**src/rtl/vga_pkg.sv**
```systemverilog
// Shared timing defaults (640x480@60), sync polarity encoding and small helpers
// for the VGA raster generator.
package vga_pkg;

  typedef enum logic {
    POL_LOW  = 1'b0,
    POL_HIGH = 1'b1
  } sync_pol_e;

  localparam int DEF_CLK_DIV   = 2;
  localparam int DEF_COUNT_W   = 10;
  localparam int DEF_COLOR_W   = 4;
  localparam int DEF_H_DISPLAY = 640;
  localparam int DEF_H_FP      = 16;
  localparam int DEF_H_SYNC    = 96;
  localparam int DEF_H_BP      = 48;
  localparam int DEF_V_DISPLAY = 480;
  localparam int DEF_V_FP      = 10;
  localparam int DEF_V_SYNC    = 2;
  localparam int DEF_V_BP      = 33;

  typedef struct packed {
    logic wrap;
    logic in_disp;
    logic in_sync;
  } axis_flags_t;

  function automatic int axis_total(input int disp, input int fp, input int sync, input int bp);
    return disp + fp + sync + bp;
  endfunction

  function automatic logic sync_level(input logic pol, input logic in_sync);
    return in_sync ? pol : ~pol;
  endfunction

endpackage

```
**src/rtl/vga_timing_gen_if.sv**
```systemverilog
// Pixel-side bundle of the raster generator: enable and colour in, timing and
// registered video out. master = generator, slave = pixel source / DAC side.
interface vga_timing_gen_if #(
  parameter int COUNT_W = 10,
  parameter int COLOR_W = 4
);
  logic                   en;
  logic [3*COLOR_W-1:0]   rgb_in;
  logic                   vga_clk;
  logic                   pix_en;
  logic [COUNT_W-1:0]     hcount;
  logic [COUNT_W-1:0]     vcount;
  logic                   line_start;
  logic                   frame_start;
  logic                   hsync;
  logic                   vsync;
  logic                   vga_blank_n;
  logic [COLOR_W-1:0]     r;
  logic [COLOR_W-1:0]     g;
  logic [COLOR_W-1:0]     b;

  modport master (
    input  en, rgb_in,
    output vga_clk, pix_en, hcount, vcount, line_start, frame_start,
           hsync, vsync, vga_blank_n, r, g, b
  );

  modport slave (
    output en, rgb_in,
    input  vga_clk, pix_en, hcount, vcount, line_start, frame_start,
           hsync, vsync, vga_blank_n, r, g, b
  );
endinterface

```
**src/rtl/vga_axis_counter.sv**
```systemverilog
// One raster axis: wrapping position counter plus region flags derived from
// the display / front porch / sync / back porch lengths.
module vga_axis_counter
  import vga_pkg::*;
#(
  parameter int W       = 10,
  parameter int DISPLAY = 640,
  parameter int FP      = 16,
  parameter int SYNC    = 96,
  parameter int BP      = 48
) (
  input  logic        clk,
  input  logic        rst,
  input  logic        clr_i,
  input  logic        tick_i,
  output logic [W-1:0] count_o,
  output axis_flags_t flags_o
);

  localparam int TOTAL = axis_total(DISPLAY, FP, SYNC, BP);
  localparam logic [W-1:0] LAST     = W'(TOTAL - 1);
  localparam logic [W-1:0] DISP_END = W'(DISPLAY);
  localparam logic [W-1:0] SYNC_LO  = W'(DISPLAY + FP);
  // One bit wider so a sync window ending exactly at 2**W still compares correctly.
  localparam logic [W:0]   SYNC_HI  = (W+1)'(DISPLAY + FP + SYNC);

  logic [W-1:0] count_q, count_d;
  logic         wrap;

  assign wrap = (count_q == LAST);

  always_comb begin
    count_d = count_q;
    if (clr_i)       count_d = '0;
    else if (tick_i) count_d = wrap ? '0 : count_q + W'(1);
  end

  always_ff @(posedge clk or posedge rst) begin
    if (rst) count_q <= '0;
    else     count_q <= count_d;
  end

  assign count_o         = count_q;
  assign flags_o.wrap    = wrap;
  assign flags_o.in_disp = (count_q < DISP_END);
  assign flags_o.in_sync = (count_q >= SYNC_LO) && ({1'b0, count_q} < SYNC_HI);

endmodule

```
**src/rtl/vga_timing_gen.sv**
```systemverilog
// VGA raster timing generator: pixel-rate divider, H/V scan counters (stage 0)
// and a registered sync/blank/RGB stage one pixel behind the coordinates.
module vga_timing_gen
  import vga_pkg::*;
#(
  parameter int        CLK_DIV   = DEF_CLK_DIV,
  parameter int        COUNT_W   = DEF_COUNT_W,
  parameter int        H_DISPLAY = DEF_H_DISPLAY,
  parameter int        H_FP      = DEF_H_FP,
  parameter int        H_SYNC    = DEF_H_SYNC,
  parameter int        H_BP      = DEF_H_BP,
  parameter int        V_DISPLAY = DEF_V_DISPLAY,
  parameter int        V_FP      = DEF_V_FP,
  parameter int        V_SYNC    = DEF_V_SYNC,
  parameter int        V_BP      = DEF_V_BP,
  parameter sync_pol_e H_POL     = POL_LOW,
  parameter sync_pol_e V_POL     = POL_LOW,
  parameter int        COLOR_W   = DEF_COLOR_W
) (
  input  logic              clk,
  input  logic              rst,
  vga_timing_gen_if.master  bus
);

  localparam int DIV_W = $clog2(CLK_DIV);
  localparam logic [DIV_W-1:0] DIV_LAST = DIV_W'(CLK_DIV - 1);
  localparam logic [DIV_W-1:0] DIV_HALF = DIV_W'(CLK_DIV / 2);

  logic               en;
  logic [DIV_W-1:0]   div_q, div_d, div_nxt;
  logic               pix_en_q, pix_en_d;
  logic               vga_clk_q, vga_clk_d;

  assign en = bus.en;

  // pix_en and vga_clk are computed from the next divider value so that both
  // registers line up with the div_q they describe.
  always_comb begin
    div_nxt   = (div_q == DIV_LAST) ? '0 : div_q + DIV_W'(1);
    div_d     = '0;
    pix_en_d  = 1'b0;
    vga_clk_d = 1'b0;
    if (en) begin
      div_d     = div_nxt;
      pix_en_d  = (div_nxt == DIV_LAST);
      vga_clk_d = (div_nxt >= DIV_HALF);
    end
  end

  always_ff @(posedge clk or posedge rst) begin
    if (rst) begin
      div_q     <= '0;
      pix_en_q  <= 1'b0;
      vga_clk_q <= 1'b0;
    end else begin
      div_q     <= div_d;
      pix_en_q  <= pix_en_d;
      vga_clk_q <= vga_clk_d;
    end
  end

  logic [COUNT_W-1:0] h_count, v_count;
  axis_flags_t        h_flags, v_flags;
  logic               unused_v_wrap;

  vga_axis_counter #(
    .W(COUNT_W), .DISPLAY(H_DISPLAY), .FP(H_FP), .SYNC(H_SYNC), .BP(H_BP)
  ) u_h (
    .clk(clk), .rst(rst), .clr_i(~en), .tick_i(pix_en_q),
    .count_o(h_count), .flags_o(h_flags)
  );

  vga_axis_counter #(
    .W(COUNT_W), .DISPLAY(V_DISPLAY), .FP(V_FP), .SYNC(V_SYNC), .BP(V_BP)
  ) u_v (
    .clk(clk), .rst(rst), .clr_i(~en), .tick_i(pix_en_q & h_flags.wrap),
    .count_o(v_count), .flags_o(v_flags)
  );

  assign unused_v_wrap = v_flags.wrap;

  logic                 hsync_q, hsync_d;
  logic                 vsync_q, vsync_d;
  logic                 blank_n_q, blank_n_d;
  logic [3*COLOR_W-1:0] rgb_q, rgb_d;
  logic                 active;

  assign active = h_flags.in_disp && v_flags.in_disp;

  always_comb begin
    hsync_d   = hsync_q;
    vsync_d   = vsync_q;
    blank_n_d = blank_n_q;
    rgb_d     = rgb_q;
    if (!en) begin
      hsync_d   = ~H_POL;
      vsync_d   = ~V_POL;
      blank_n_d = 1'b0;
      rgb_d     = '0;
    end else if (pix_en_q) begin
      hsync_d   = sync_level(H_POL, h_flags.in_sync);
      vsync_d   = sync_level(V_POL, v_flags.in_sync);
      blank_n_d = active;
      rgb_d     = active ? bus.rgb_in : '0;
    end
  end

  always_ff @(posedge clk or posedge rst) begin
    if (rst) begin
      hsync_q   <= ~H_POL;
      vsync_q   <= ~V_POL;
      blank_n_q <= 1'b0;
      rgb_q     <= '0;
    end else begin
      hsync_q   <= hsync_d;
      vsync_q   <= vsync_d;
      blank_n_q <= blank_n_d;
      rgb_q     <= rgb_d;
    end
  end

  assign bus.vga_clk     = vga_clk_q;
  assign bus.pix_en      = pix_en_q;
  assign bus.hcount      = h_count;
  assign bus.vcount      = v_count;
  assign bus.line_start  = pix_en_q && (h_count == '0);
  assign bus.frame_start = pix_en_q && (h_count == '0) && (v_count == '0);
  assign bus.hsync       = hsync_q;
  assign bus.vsync       = vsync_q;
  assign bus.vga_blank_n = blank_n_q;
  assign bus.r           = rgb_q[3*COLOR_W-1:2*COLOR_W];
  assign bus.g           = rgb_q[2*COLOR_W-1:COLOR_W];
  assign bus.b           = rgb_q[COLOR_W-1:0];

endmodule

```
**src/flat_wrapper.sv**
```systemverilog
// flat-port wrapper written by rule: the top's interface ports become plain ports
module vga_timing_gen_flat import vga_pkg::*;
#(
  parameter int        CLK_DIV   = DEF_CLK_DIV,
  parameter int        COUNT_W   = DEF_COUNT_W,
  parameter int        H_DISPLAY = DEF_H_DISPLAY,
  parameter int        H_FP      = DEF_H_FP,
  parameter int        H_SYNC    = DEF_H_SYNC,
  parameter int        H_BP      = DEF_H_BP,
  parameter int        V_DISPLAY = DEF_V_DISPLAY,
  parameter int        V_FP      = DEF_V_FP,
  parameter int        V_SYNC    = DEF_V_SYNC,
  parameter int        V_BP      = DEF_V_BP,
  parameter sync_pol_e H_POL     = POL_LOW,
  parameter sync_pol_e V_POL     = POL_LOW,
  parameter int        COLOR_W   = DEF_COLOR_W
)
  (clk, rst, bus_en, bus_rgb_in, bus_vga_clk, bus_pix_en, bus_hcount, bus_vcount, bus_line_start, bus_frame_start, bus_hsync, bus_vsync, bus_vga_blank_n, bus_r, bus_g, bus_b);
  vga_timing_gen_if #(.COUNT_W(COUNT_W), .COLOR_W(COLOR_W)) bus_i ();
  input  logic clk;
  input  logic rst;
  input wire logic [$bits(bus_i.en)-1:0] bus_en;
  input wire logic [$bits(bus_i.rgb_in)-1:0] bus_rgb_in;
  output wire logic [$bits(bus_i.vga_clk)-1:0] bus_vga_clk;
  output wire logic [$bits(bus_i.pix_en)-1:0] bus_pix_en;
  output wire logic [$bits(bus_i.hcount)-1:0] bus_hcount;
  output wire logic [$bits(bus_i.vcount)-1:0] bus_vcount;
  output wire logic [$bits(bus_i.line_start)-1:0] bus_line_start;
  output wire logic [$bits(bus_i.frame_start)-1:0] bus_frame_start;
  output wire logic [$bits(bus_i.hsync)-1:0] bus_hsync;
  output wire logic [$bits(bus_i.vsync)-1:0] bus_vsync;
  output wire logic [$bits(bus_i.vga_blank_n)-1:0] bus_vga_blank_n;
  output wire logic [$bits(bus_i.r)-1:0] bus_r;
  output wire logic [$bits(bus_i.g)-1:0] bus_g;
  output wire logic [$bits(bus_i.b)-1:0] bus_b;
  assign bus_i.en = bus_en;
  assign bus_i.rgb_in = bus_rgb_in;
  assign bus_vga_clk = bus_i.vga_clk;
  assign bus_pix_en = bus_i.pix_en;
  assign bus_hcount = bus_i.hcount;
  assign bus_vcount = bus_i.vcount;
  assign bus_line_start = bus_i.line_start;
  assign bus_frame_start = bus_i.frame_start;
  assign bus_hsync = bus_i.hsync;
  assign bus_vsync = bus_i.vsync;
  assign bus_vga_blank_n = bus_i.vga_blank_n;
  assign bus_r = bus_i.r;
  assign bus_g = bus_i.g;
  assign bus_b = bus_i.b;
  vga_timing_gen #(.CLK_DIV(CLK_DIV), .COUNT_W(COUNT_W), .H_DISPLAY(H_DISPLAY), .H_FP(H_FP), .H_SYNC(H_SYNC), .H_BP(H_BP), .V_DISPLAY(V_DISPLAY), .V_FP(V_FP), .V_SYNC(V_SYNC), .V_BP(V_BP), .H_POL(H_POL), .V_POL(V_POL), .COLOR_W(COLOR_W)) u_core (.clk(clk), .rst(rst), .bus(bus_i));
endmodule
```
**config.mk**
```make
export PLATFORM = sky130hd
export DESIGN_NAME = vga_timing_gen_flat
export DESIGN_NICKNAME = d
export VERILOG_FILES = /design/src/rtl/vga_pkg.sv /design/src/rtl/vga_timing_gen_if.sv /design/src/rtl/vga_axis_counter.sv /design/src/rtl/vga_timing_gen.sv /design/src/flat_wrapper.sv
export SDC_FILE = /design/constraint.sdc
export NUM_CORES = 1
export LEC_CHECK = 0
export ABC_AREA = 1
export CAP_MARGIN = 20
export CORE_MARGIN = 2
export CORE_UTILIZATION = 54
export CTS_BUF_LIST = sky130_fd_sc_hd__clkbuf_8
export CTS_CLUSTER_SIZE = 40
export DETAILED_ROUTE_END_ITERATION = 10
export PLACE_DENSITY = 0.92
export SLEW_MARGIN = 40
export SYNTH_ARGS = -nofsm -noshare
export SYNTH_HDL_FRONTEND = slang
export SYNTH_SLANG_ARGS = --single-unit
```
**constraint.sdc**
```tcl
create_clock -name clk -period 2.25 [get_ports clk]
set_input_delay 0.5625 -clock clk [delete_from_list [all_inputs] [get_ports clk]]
set_output_delay 0.5625 -clock clk [all_outputs]
set_load 0.1 [all_outputs]
```
==> results.md, run 1 <==
- CORE AREA: about 3600 µm²
- First-pass GRT wire length: 8.89 mm
- Max-cap violations: 0
- Avg WL per Cell: between 10 and 15 µm
- Die footprint: 4210 µm²
- Multi-input logic area: 971 µm²
- Synthesized instance count: about 260
- Number of synthesized register bits: 36
- Port bufs: between 50 and 60
- Register clock-pin slew on the reported worst setup and hold paths: around 0.07 ns
- Avg Cell Area, Syn: 7.85 µm²
- Share of cells above drive strength 1: 0.321
- Root buf cell: clkbuf_8
- EDFF count, synth: 0
- Seq/Total Area, Yosys: 0.452
- Placed cell areas: roughly 2600 µm²
- CTS Sinks: 36
- Vias per inst: 5.45
- Status: finished with violations
- P&R area growth vs syn: 39.9%
- Yosys top cell by area: dfrtp_1
- Vias in the first global route: 1990
- GR Overflow Total: 0
- Post-CTS Hold Buffers: 0
- 1st-iter DRT viols: approximately 180
- Worst setup path category: reg -> out
- Clock latency on the worst-skew pair: ~0.29 ns
- RSZ-0062 raised after global routing: yes
- # DRC: 0
- Final Hold Viols: 0
- Max Fclk: 419 MHz
- Reg area: 931 µm²
- Failing checks: negative setup slack
- Synth top cells by count: nand2_1 (63), dfrtp_1 (34), nand3_1 (32), inv_1 (29), nor2_1 (22)
- Vias: 2027
- Drt pass-1 iters: 4
- HPWL Detailed: around 3.7 mm
- Worst Tran Pin Value: 0.471 ns
- Final critical-path share of the clock period: 1.06
- Critical Path Source Type: register
- Top-count cell post-synth: nand2_1
- Crit end category: output pin
- Overall Global Routing Usage: 0.279
- IO Count: 54
- CTS tree: done
- Post-Place Cells: ~360
- Worst vdd ir: around 0.37 mV
- Fillers: 267
- Non-Filler Instances: between 300 and 400
- HP Class: reg -> reg
- Final setup violation count: 1
- Synth area leaders: dfrtp_1 (43%), nand2_1 (12%), nand3_1 (8.0%)
- Post-synth cell types: 28
- Req. time, crit path: 1.69 ns
- YS warnings: 0
- Finished Cell Area: 2800 µm²
- Min Tclk post-route: 2.39 ns
- Max-slew violation count: 0
- Post-route ant nets: 0
- Die W: 64.9 µm
- Synth Flop Type: dfrtp_1
- Ant diodes: 0
- Final worst slack: -0.137 ns
- Post-Syn Area: 2000 µm²
- Pin count of the biggest net entering global routing: 37
- Finished Core Util: 0.776
- Maximum root-to-sink buffer count: 2
- Fin Clk Skew: ~0.0064 ns
- Max_slew headroom: 0.683
- Power density cells: 648 nW/µm²
- Row cnt: 22
- Synth Net Count: 274
- Routed WL: between 5 and 6 mm
- Post-layout nets: 342
- TritonCTS Buffers: 5
- Ys async rst share: 1.00
- Initial antenna violation count: 0
- Starting Density: 0.555
- Gpl congestion: 0.910
- Worst EP arrival: 1.82 ns
- # H-tree levels: 2
- Synth top area share: 0.425
- Die Ht: 64.9 µm
- Leakage: around 0.0013 µW
- CP Max Fanout: 2
==> path summary, 6_finish.rpt <==
kind	from	endpoint	slack (ns)	cells after the start
setup reg to reg	u_core.u_h.count_o[0]	u_core.u_h.count_o[5]	0.51	9
min in group asynchronous	rst	u_core.rgb_q[8]	0.67	3
setup / recovery	u_core.u_v.count_o[1]	bus_frame_start	-0.14	7
hold / removal	u_core.rgb_q[9]	u_core.rgb_q[9]	0.49	2
max in group asynchronous	rst	u_core.u_v.count_o[0]	1.22	3
hold reg to reg	u_core.rgb_q[9]	u_core.rgb_q[9]	0.49	2
==> where the power goes <==
group,switching [µW],internal [µW]
sequential,27.3,681
clock,233,324
combinational,396,152
total,657,1160
==> final cells by class <==
cell class | count | share of cell area
well taps | 48 | 0.0215
repair buffers | 68 | 0.213
clock buffers | 5 | 0.0246
flip-flops and latches | 36 | 0.333
clock inverters | 3 | 0.0139
multi-input cells | 179 | 0.347
inverters | 33 | 0.0478
==> stage by stage <==
step / total power (µW) / worst slack (ns) / hold WS, ns / setup TNS [ns]
2_1_floorplan: 1090 / -0.551 / 0.687 / -0.551
3_3_place_gp: 1210 / 0.153 / 0.463 / 0
3_5_place_dp: 1220 / 0.124 / 0.472 / 0
4_1_cts: 1800 / -0.176 / 0.493 / -0.176
5_1_grt: 1890 / -0.194 / 0.526 / -0.200
6_report: 1810 / -0.137 / 0.490 / -0.137
==> kinds of logic (layout without fill, tap and decap cells) <==
| kind of cell | count (synthesis) | in the layout | share of synthesized area |
|---|---|---|---|
| xor+xnor | 3 | 3 | 0.0131 |
| fa+ha+maj | 4 | 4 | 0.0250 |
| simple gates | 147 | 147 | 0.350 |
| buf+inv | 40 | 109 | 0.0907 |
| flops | 36 | 36 | 0.452 |
| compound gates | 25 | 25 | 0.0700 |
==> flip-flops by register name, summed over array words and instances, names as in the netlist <==
signal and cells:
u_core.rgb_q 12, u_core.u_h.count_o 10, u_core.u_v.count_o 10, u_core.bus.hsync 1
u_core.bus.vga_blank_n 1, u_core.bus.vsync 1, u_core.div_q 1
==> layout by cell type (no fill, tap or decap), drive strengths merged, types with 9 or more instances in the layout <==
cell type / synthesis / routed
nand2: 65 / 65
buf: 7 / 54
nand3: 35 / 35
inv: 33 / 34
dfrtp: 34 / 34
nor2: 22 / 22
o21ai: 17 / 17
clkdlybuf4s50: 0 / 14
nor3: 13 / 13
nand4: 9 / 9
==> metal layers <==
layer,part of all wire,vias up,GRT usage
met2,0.51,78,0.483
li1,-,969,-
met4,0.042,0,0.146
met1,0.39,954,0.325
met3,0.056,26,0.0538
met5,0,-,0
==> what timing repair did <==
item                                    4_1_cts  5_1_grt
endpoints found under the hold margin         0        0
pin swaps                                     4        5
gates cloned                                  0        0
gates resized for setup                       6        6
endpoints found under the setup margin        1        2
setup buffers                                 4        4
==> critical path: stages, from the launching register on <==
cell     delay [ns]
dfrtp_4        0.49
inv_4          0.07
ha_4           0.13
inv_2          0.04
nor3_2         0.13
nand3_2        0.11
nor4_4         0.34
buf_12         0.22
(Power assumes the default switching activity.)
==> run 2, diff against run 1 <==
- MAX_ROUTING_LAYER: default -> met4
==> run 2 against run 1 <==
Effect of this change:
- the run still ends with negative setup slack left
- routed wire length shrank 2.1%
- sequential cell count unchanged
- sequential share of layout area is 0.30 points higher
- clock power is essentially flat
- count of clock-buffer cells in the layout unchanged
- global-route usage is 0.23 points higher
- setup slack better by 0.040 ns
- maximum frequency rose by 1.7%
- non-clock buffer count shrank 3
- design area shrank 0.89%
- critical endpoint unchanged
- highest routed layer unchanged
==> results.md, run 2 (synthesized netlist as in run 1, its figures left out) <==
- Status: finished with violations
- Failing checks: negative setup slack
- HPWL Detailed: 3.80 mm (+4.2%)
- # H-tree levels: 2 (unchanged)
- RSZ-0062 raised after global routing: yes
- CTS Sinks: 36 (unchanged)
- Ant diodes: 0 (unchanged)
- Final critical-path share of the clock period: 1.04 (-0.0176)
- Slowest library cell on the worst path: dfrtp_4
- Final worst slack: -0.0977 ns (+0.0396 ns)
- Critical Path Source Type: register
- Final setup violation count: 1 (unchanged)
- Gpl congestion: 0.904 (-0.58%)
- Crit end category: output pin
- Comb power frac: 0.299 (-0.003)
- CTS tree: done
- R2R depth: 8 (-1)
- Fillers: 283 (+6.0%)
- Slowest stage delay, CP: 0.49 ns (about the same)
- Worst setup path category: reg -> out
- Port bufs: 53 (unchanged)
- Req. time, crit path: 1.69 ns (about the same)
- Max-cap violations: 0 (unchanged)
- Max Fclk: 426 MHz (+1.7%)
- Starting Density: 0.555 (unchanged)
- HP Start: u_core.rgb_q[7]
- Hold Path Depth: 2 (unchanged)
- Vias in the first global route: 1893 (-4.9%)
- Power density cells: 649 nW/µm² (+0.16%)
- First-pass GRT wire length: 8.77 mm (-1.4%)
- Final Hold Viols: 0 (unchanged)
- CP Max Fanout: 2 (unchanged)
- HP Class: reg -> reg
- Clock latency on the worst-skew pair: 0.29 ns (about the same)
- Clock network power share: 0.309 (+0.002)
- Non-Filler Instances: 369 (-0.81%)
- 1st-iter DRT viols: 167 (-5.1%)
- Worst Hold End: u_core.rgb_q[7]
- Maximum root-to-sink buffer count: 2 (unchanged)
- IO Count: 54 (unchanged)
- Die footprint: 4210 µm² (unchanged)
- Max-slew violation count: 0 (unchanged)
- Internal Power: 1150 µW (-0.57%)
- GR Overflow Total: 0 (unchanged)
- Pin count of the biggest net entering global routing: 37 (unchanged)
- Leakage: 0.00130 µW (-1.1%)
- Worst EP arrival: 1.79 ns (-0.03 ns)
- Final hold slack: 0.479 ns (-0.0117 ns)
- Post-route ant nets: 0 (unchanged)
- NetSw: 650 µW (-1.0%)
- Flop-to-flop setup slack: 0.66 ns (+0.15 ns)
- Commonest non-fill, non-tap cell in the layout: nand2_1
- Power share of the sequential group: 0.392 (+0.002)
- Root buf cell: clkbuf_8
- Share of cells above drive strength 1: 0.308 (-0.0126)
- CORE AREA: 3610 µm² (unchanged)
- Post-layout nets: 339 (-0.88%)
- R2r endpoint: u_core.u_v.count_o[0]
- Overall Global Routing Usage: 0.281 (+0.00231)
- Total power: 1800 µW (-0.73%)
- Vias: 2014 (-0.64%)
- Row cnt: 22 (unchanged)
- Max_slew headroom: 0.694 (+0.0110)
- TritonCTS Buffers: 5 (unchanged)
- Worst Tran Pin Value: 0.455 ns (-0.0164 ns)
- Post-Place Cells: 356 (unchanged)
- Max reg flops: 12 (unchanged)
- # DRC: 0 (unchanged)
- Die W: 64.9 µm (unchanged)
- Setup tns final: -0.0977 ns (+0.0396 ns)
- Most frequent cells in the layout: nand2_1 (63), buf_4 (47), nand3_1 (31)
- Routed WL: 5.21 mm (-2.1%)
- Avg WL per Cell: 14.1 µm (-1.3%)
- Worst vdd ir: 0.377 mV (+2.0%)
- Initial antenna violation count: 0 (unchanged)
- Cell Chain, Critical Path: inv_4, ha_4, inv_2, nor3_2, nand3_2, nor4_4, buf_12
- Net Sw Frac: 0.361 (-0.00107)
- Drt pass-1 iters: 4 (unchanged)
- Min Tclk post-route: 2.35 ns (-0.0396 ns)
- P&R area growth vs syn: 38.6%
- Worst R2R Start: u_core.u_h.count_o[0]
- Vias per inst: 5.46 (+0.17%)
- Die Ht: 64.9 µm (unchanged)
- Register clock-pin slew on the reported worst setup and hold paths: 0.07 ns (about the same)
- Fin Clk Skew: 0.00867 ns (+0.00228 ns)
- Biggest register: u_core.rgb_q
[run 2: changes by cell type in the layout (fill, tap and decap cells not counted)]
cell | before | now
buf_4 | 50 | 47
ha_1 | 2 | 3
ha_2 | 1 | 0
inv_1 | 25 | 26
inv_2 | 6 | 5
[run 2: routing by layer]
layer | GRT usage | vias up | routed length, µm
li1 | - | 961 | -
met1 | 0.350 | 976 | 2150
met2 | 0.457 | 62 | 2670
met3 | 0.0625 | 15 | 272
met4 | 0.0904 | 0 | 119
met5 | - | - | 0
[run 2: timing repair]
action                     4_1_cts  5_1_grt
buffers inserted                 3        2
resized for setup                6        4
hold buffers                     0        0
pin swaps                        4        4
setup endpoints to repair        1        1
[run 2: critical path, delay by kind of cell (launching register included)]
family,cells,cell delay (ns)
AND/OR/NAND/NOR,3,0.55
adder cells (fa/ha/maj),1,0.12
buffers and inverters,3,0.32
flip-flops,1,0.49
[run 2: metrics by stage]
| stage | instance area (µm²) | utilization | setup slack [ns] |
|---|---|---|---|
| 2_1_floorplan | 2050 | - | -0.551 |
| 3_3_place_gp | 2590 | 0.719 | 0.141 |
| 3_5_place_dp | 2590 | 0.719 | 0.125 |
| 4_1_cts | 2750 | 0.762 | -0.185 |
| 5_1_grt | 2770 | 0.769 | -0.155 |
| 6_report | 2770 | 0.769 | -0.0977 |
[run 2: final cells by class]
type / count / area, µm² / area share
clock buffer: 5 / 68.8 / 0.0248
inverter: 33 / 134 / 0.0483
multi-input combinational: 179 / 968 / 0.349
sequential: 36 / 931 / 0.336
timing repair buffer: 65 / 573 / 0.207
clock inverter: 3 / 38.8 / 0.0140
tap: 48 / 60.1 / 0.0217
[run 2: power by group through the flow]
stage	Sequential, µW	Combinational (µW)	Clock, µW
after CTS	706	529	559
after floorplan	937	152	0
after global placement	718	496	0
after detailed placement	720	503	0
after global routing	711	561	595
final	707	537	556
[run 2: worst max path at each step]
stage | endpoint | cells after the start | startpoint
2_1_floorplan | bus_frame_start | 6 | u_core.u_v.count_o[0]
3_3_place_gp | bus_frame_start | 7 | u_core.u_v.count_o[0]
3_5_place_dp | bus_frame_start | 7 | u_core.u_v.count_o[0]
4_1_cts | bus_frame_start | 7 | u_core.u_v.count_o[1]
5_1_grt | bus_frame_start | 7 | u_core.u_v.count_o[1]
6_report | bus_frame_start | 7 | u_core.u_v.count_o[1]
==> run 3, diff against run 2 <==
- CTS_CLUSTER_SIZE: 40 -> 14
- SKIP_LAST_GASP: default -> 1
==> run 3 against run 2 <==
Effect of this change:
- the run still ends with negative setup slack left
- die area is the same
- via count is 0.65% higher
- setup slack lost 0.0062 ns
- critical path depth is the same
- final cell count unchanged
- sequential power is essentially flat
- critical endpoint unchanged
- largest power group unchanged
==> results.md, run 3 (synthesized netlist as in run 1, its figures left out) <==
- Port bufs: 53 (unchanged)
- Final critical-path share of the clock period: 1.05 (+0.00274)
- Routed WL: 5.23 mm (+0.33%)
- Fin Clk Skew: 0.00827 ns (-0.000398 ns)
- CP Max Fanout: 2 (unchanged)
- Initial antenna violation count: 0 (unchanged)
- CTS tree: done
- Pin count of the biggest net entering global routing: 37 (unchanged)
- CORE AREA: 3610 µm² (unchanged)
- Starting Density: 0.555 (unchanged)
- R2r endpoint: u_core.u_h.count_o[5]
- Finished Cell Area: 2770 µm² (-0.27%)
- Ant diodes: 0 (unchanged)
- Final setup violation count: 2 (+1)
- Total power: 1800 µW (-0.13%)
- Placed cell areas: 2590 µm² (unchanged)
- Final hold slack: 0.478 ns (-0.000120 ns)
- Max reg flops: 12 (unchanged)
- Vias per inst: 5.49 (+0.65%)
- Flop-to-flop setup slack: 0.67 ns (about the same)
- Max Fclk: 425 MHz (-0.26%)
- Max-cap violations: 0 (unchanged)
- # DRC: 0 (unchanged)
- 1st-iter DRT viols: 174 (+4.2%)
- Vias: 2027 (+0.65%)
- Worst Tran Pin Value: 0.470 ns (+0.0150 ns)
- Max_slew headroom: 0.684 (-0.0101)
- Cell Chain, Critical Path: inv_4, ha_4, inv_2, nor3_2, nand3_2, nor4_4, buf_12
- Drt pass-1 iters: 5 (+1)
- P&R area growth vs syn: 38.3%
- Avg WL per Cell: 14.2 µm (+0.33%)
- Max-slew violation count: 0 (unchanged)
- Maximum root-to-sink buffer count: 2 (unchanged)
- Power density cells: 650 nW/µm² (+0.14%)
- Fillers: 288 (+1.8%)
- RSZ-0062 raised after global routing: yes
- Register clock-pin slew on the reported worst setup and hold paths: 0.07 ns (about the same)
- Critical Path Source Type: register
- Die Ht: 64.9 µm (unchanged)
- Clock latency on the worst-skew pair: 0.29 ns (about the same)
- # H-tree levels: 2 (unchanged)
- Row cnt: 22 (unchanged)
- Worst Setup EP: bus_frame_start
- Most frequent cells in the layout: nand2_1 (63), buf_4 (47), nand3_1 (31)
- Post-CTS Hold Buffers: 0 (unchanged)
- GR Overflow Total: 0 (unchanged)
- Leakage: 0.00130 µW (-0.24%)
- Min Tclk post-route: 2.35 ns (+0.00616 ns)
- Post-route ant nets: 0 (unchanged)
- Worst vdd ir: 0.377 mV (-0.10%)
- Status: finished with violations
- Final Hold Viols: 0 (unchanged)
- Overall Global Routing Usage: 0.281 (unchanged)
- Slowest library cell on the worst path: dfrtp_4
- Worst setup path category: reg -> out
- R2R depth: 8 (unchanged)
- First-pass GRT wire length: 8.77 mm (unchanged)
- Root buf cell: clkbuf_8
- Worst R2R Start: u_core.u_h.count_o[0]
- IO Count: 54 (unchanged)
- Req. time, crit path: 1.69 ns (about the same)
- Biggest register: u_core.rgb_q
- Share of cells above drive strength 1: 0.302 (-0.00623)
- Commonest non-fill, non-tap cell in the layout: nand2_1
- HPWL Detailed: 3.80 mm (unchanged)
- Worst EP arrival: 1.79 ns (about the same)
- Die W: 64.9 µm (unchanged)
- TritonCTS Buffers: 5 (unchanged)
- Crit end category: output pin
- Vias in the first global route: 1893 (unchanged)
- CTS Sinks: 36 (unchanged)
- Gpl congestion: 0.904 (unchanged)
- Final worst slack: -0.104 ns (-0.00616 ns)
- HP Class: reg -> reg
- Setup tns final: -0.111 ns (-0.0132 ns)
- Crit path from: u_core.u_v.count_o[1]
- Slowest stage delay, CP: 0.49 ns (about the same)
- Die footprint: 4210 µm² (unchanged)
- Post-layout nets: 339 (unchanged)
- Failing checks: negative setup slack
==> run 3: cell counts in the layout (fill, tap and decap cells not counted) <==
Identical to the previous run, type by type.
==> run 3: metrics by stage <==
stage               worst slack, ns  utilization  cells
finish                       -0.104        0.767    369
global route                 -0.155        0.767    369
CTS                          -0.185        0.762    367
detailed placement            0.125        0.719    356
global placement              0.141        0.719    356
floorplan                    -0.551            -    255
==> run 3: power breakdown <==
group          total (µW)  leakage (µW)  switching [µW]  internal (µW)
registers             707      0.000449            26.0            681
logic                 538      0.000793             393            145
clock network         554     0.0000593             229            324
==> run 3: worst min path at each step <==
stage	slack (ns)	depth (start not counted)	startpoint	to
5_1_grt	0.49	2	u_core.rgb_q[7]	u_core.rgb_q[7]
6_report	0.48	2	u_core.rgb_q[7]	u_core.rgb_q[7]
2_1_floorplan	0.69	2	bus_rgb_in[6]	u_core.rgb_q[6]
4_1_cts	0.49	2	u_core.bus.vga_blank_n	u_core.bus.vga_blank_n
3_3_place_gp	0.46	2	u_core.rgb_q[1]	u_core.rgb_q[1]
3_5_place_dp	0.47	2	u_core.bus.vga_blank_n	u_core.bus.vga_blank_n
==> run 3: critical path, delay by kind of cell, from the launching register on <==
kind,cells,cell delay [ns]
AND/OR/NAND/NOR,3,0.55
flip-flops,1,0.49
buffers and inverters,3,0.33
adder cells (fa/ha/maj),1,0.12
==> run 3: area by class of cell <==
cell class,instances,area [µm²],share of cell area
Multi-Input combinational cell,179,961,0.347
Sequential cell,36,931,0.336
Timing Repair Buffer,65,573,0.207
Inverter,33,134,0.0484
Clock buffer,5,68.8,0.0249
Tap cell,48,60.1,0.0217
Clock inverter,3,38.8,0.0140
==> run 3: timing repair <==
item | CTS | global route
resized for setup | 6 | 1
setup endpoints to repair | 1 | 1
buffers inserted | 3 | 2
pin swaps | 4 | 4
==> run 3: routing by layer <==
metal	global-route usage	wire length, µm
met5	-	0
met4	0.0904	120
met3	0.0625	259
met2	0.457	2670
met1	0.350	2190
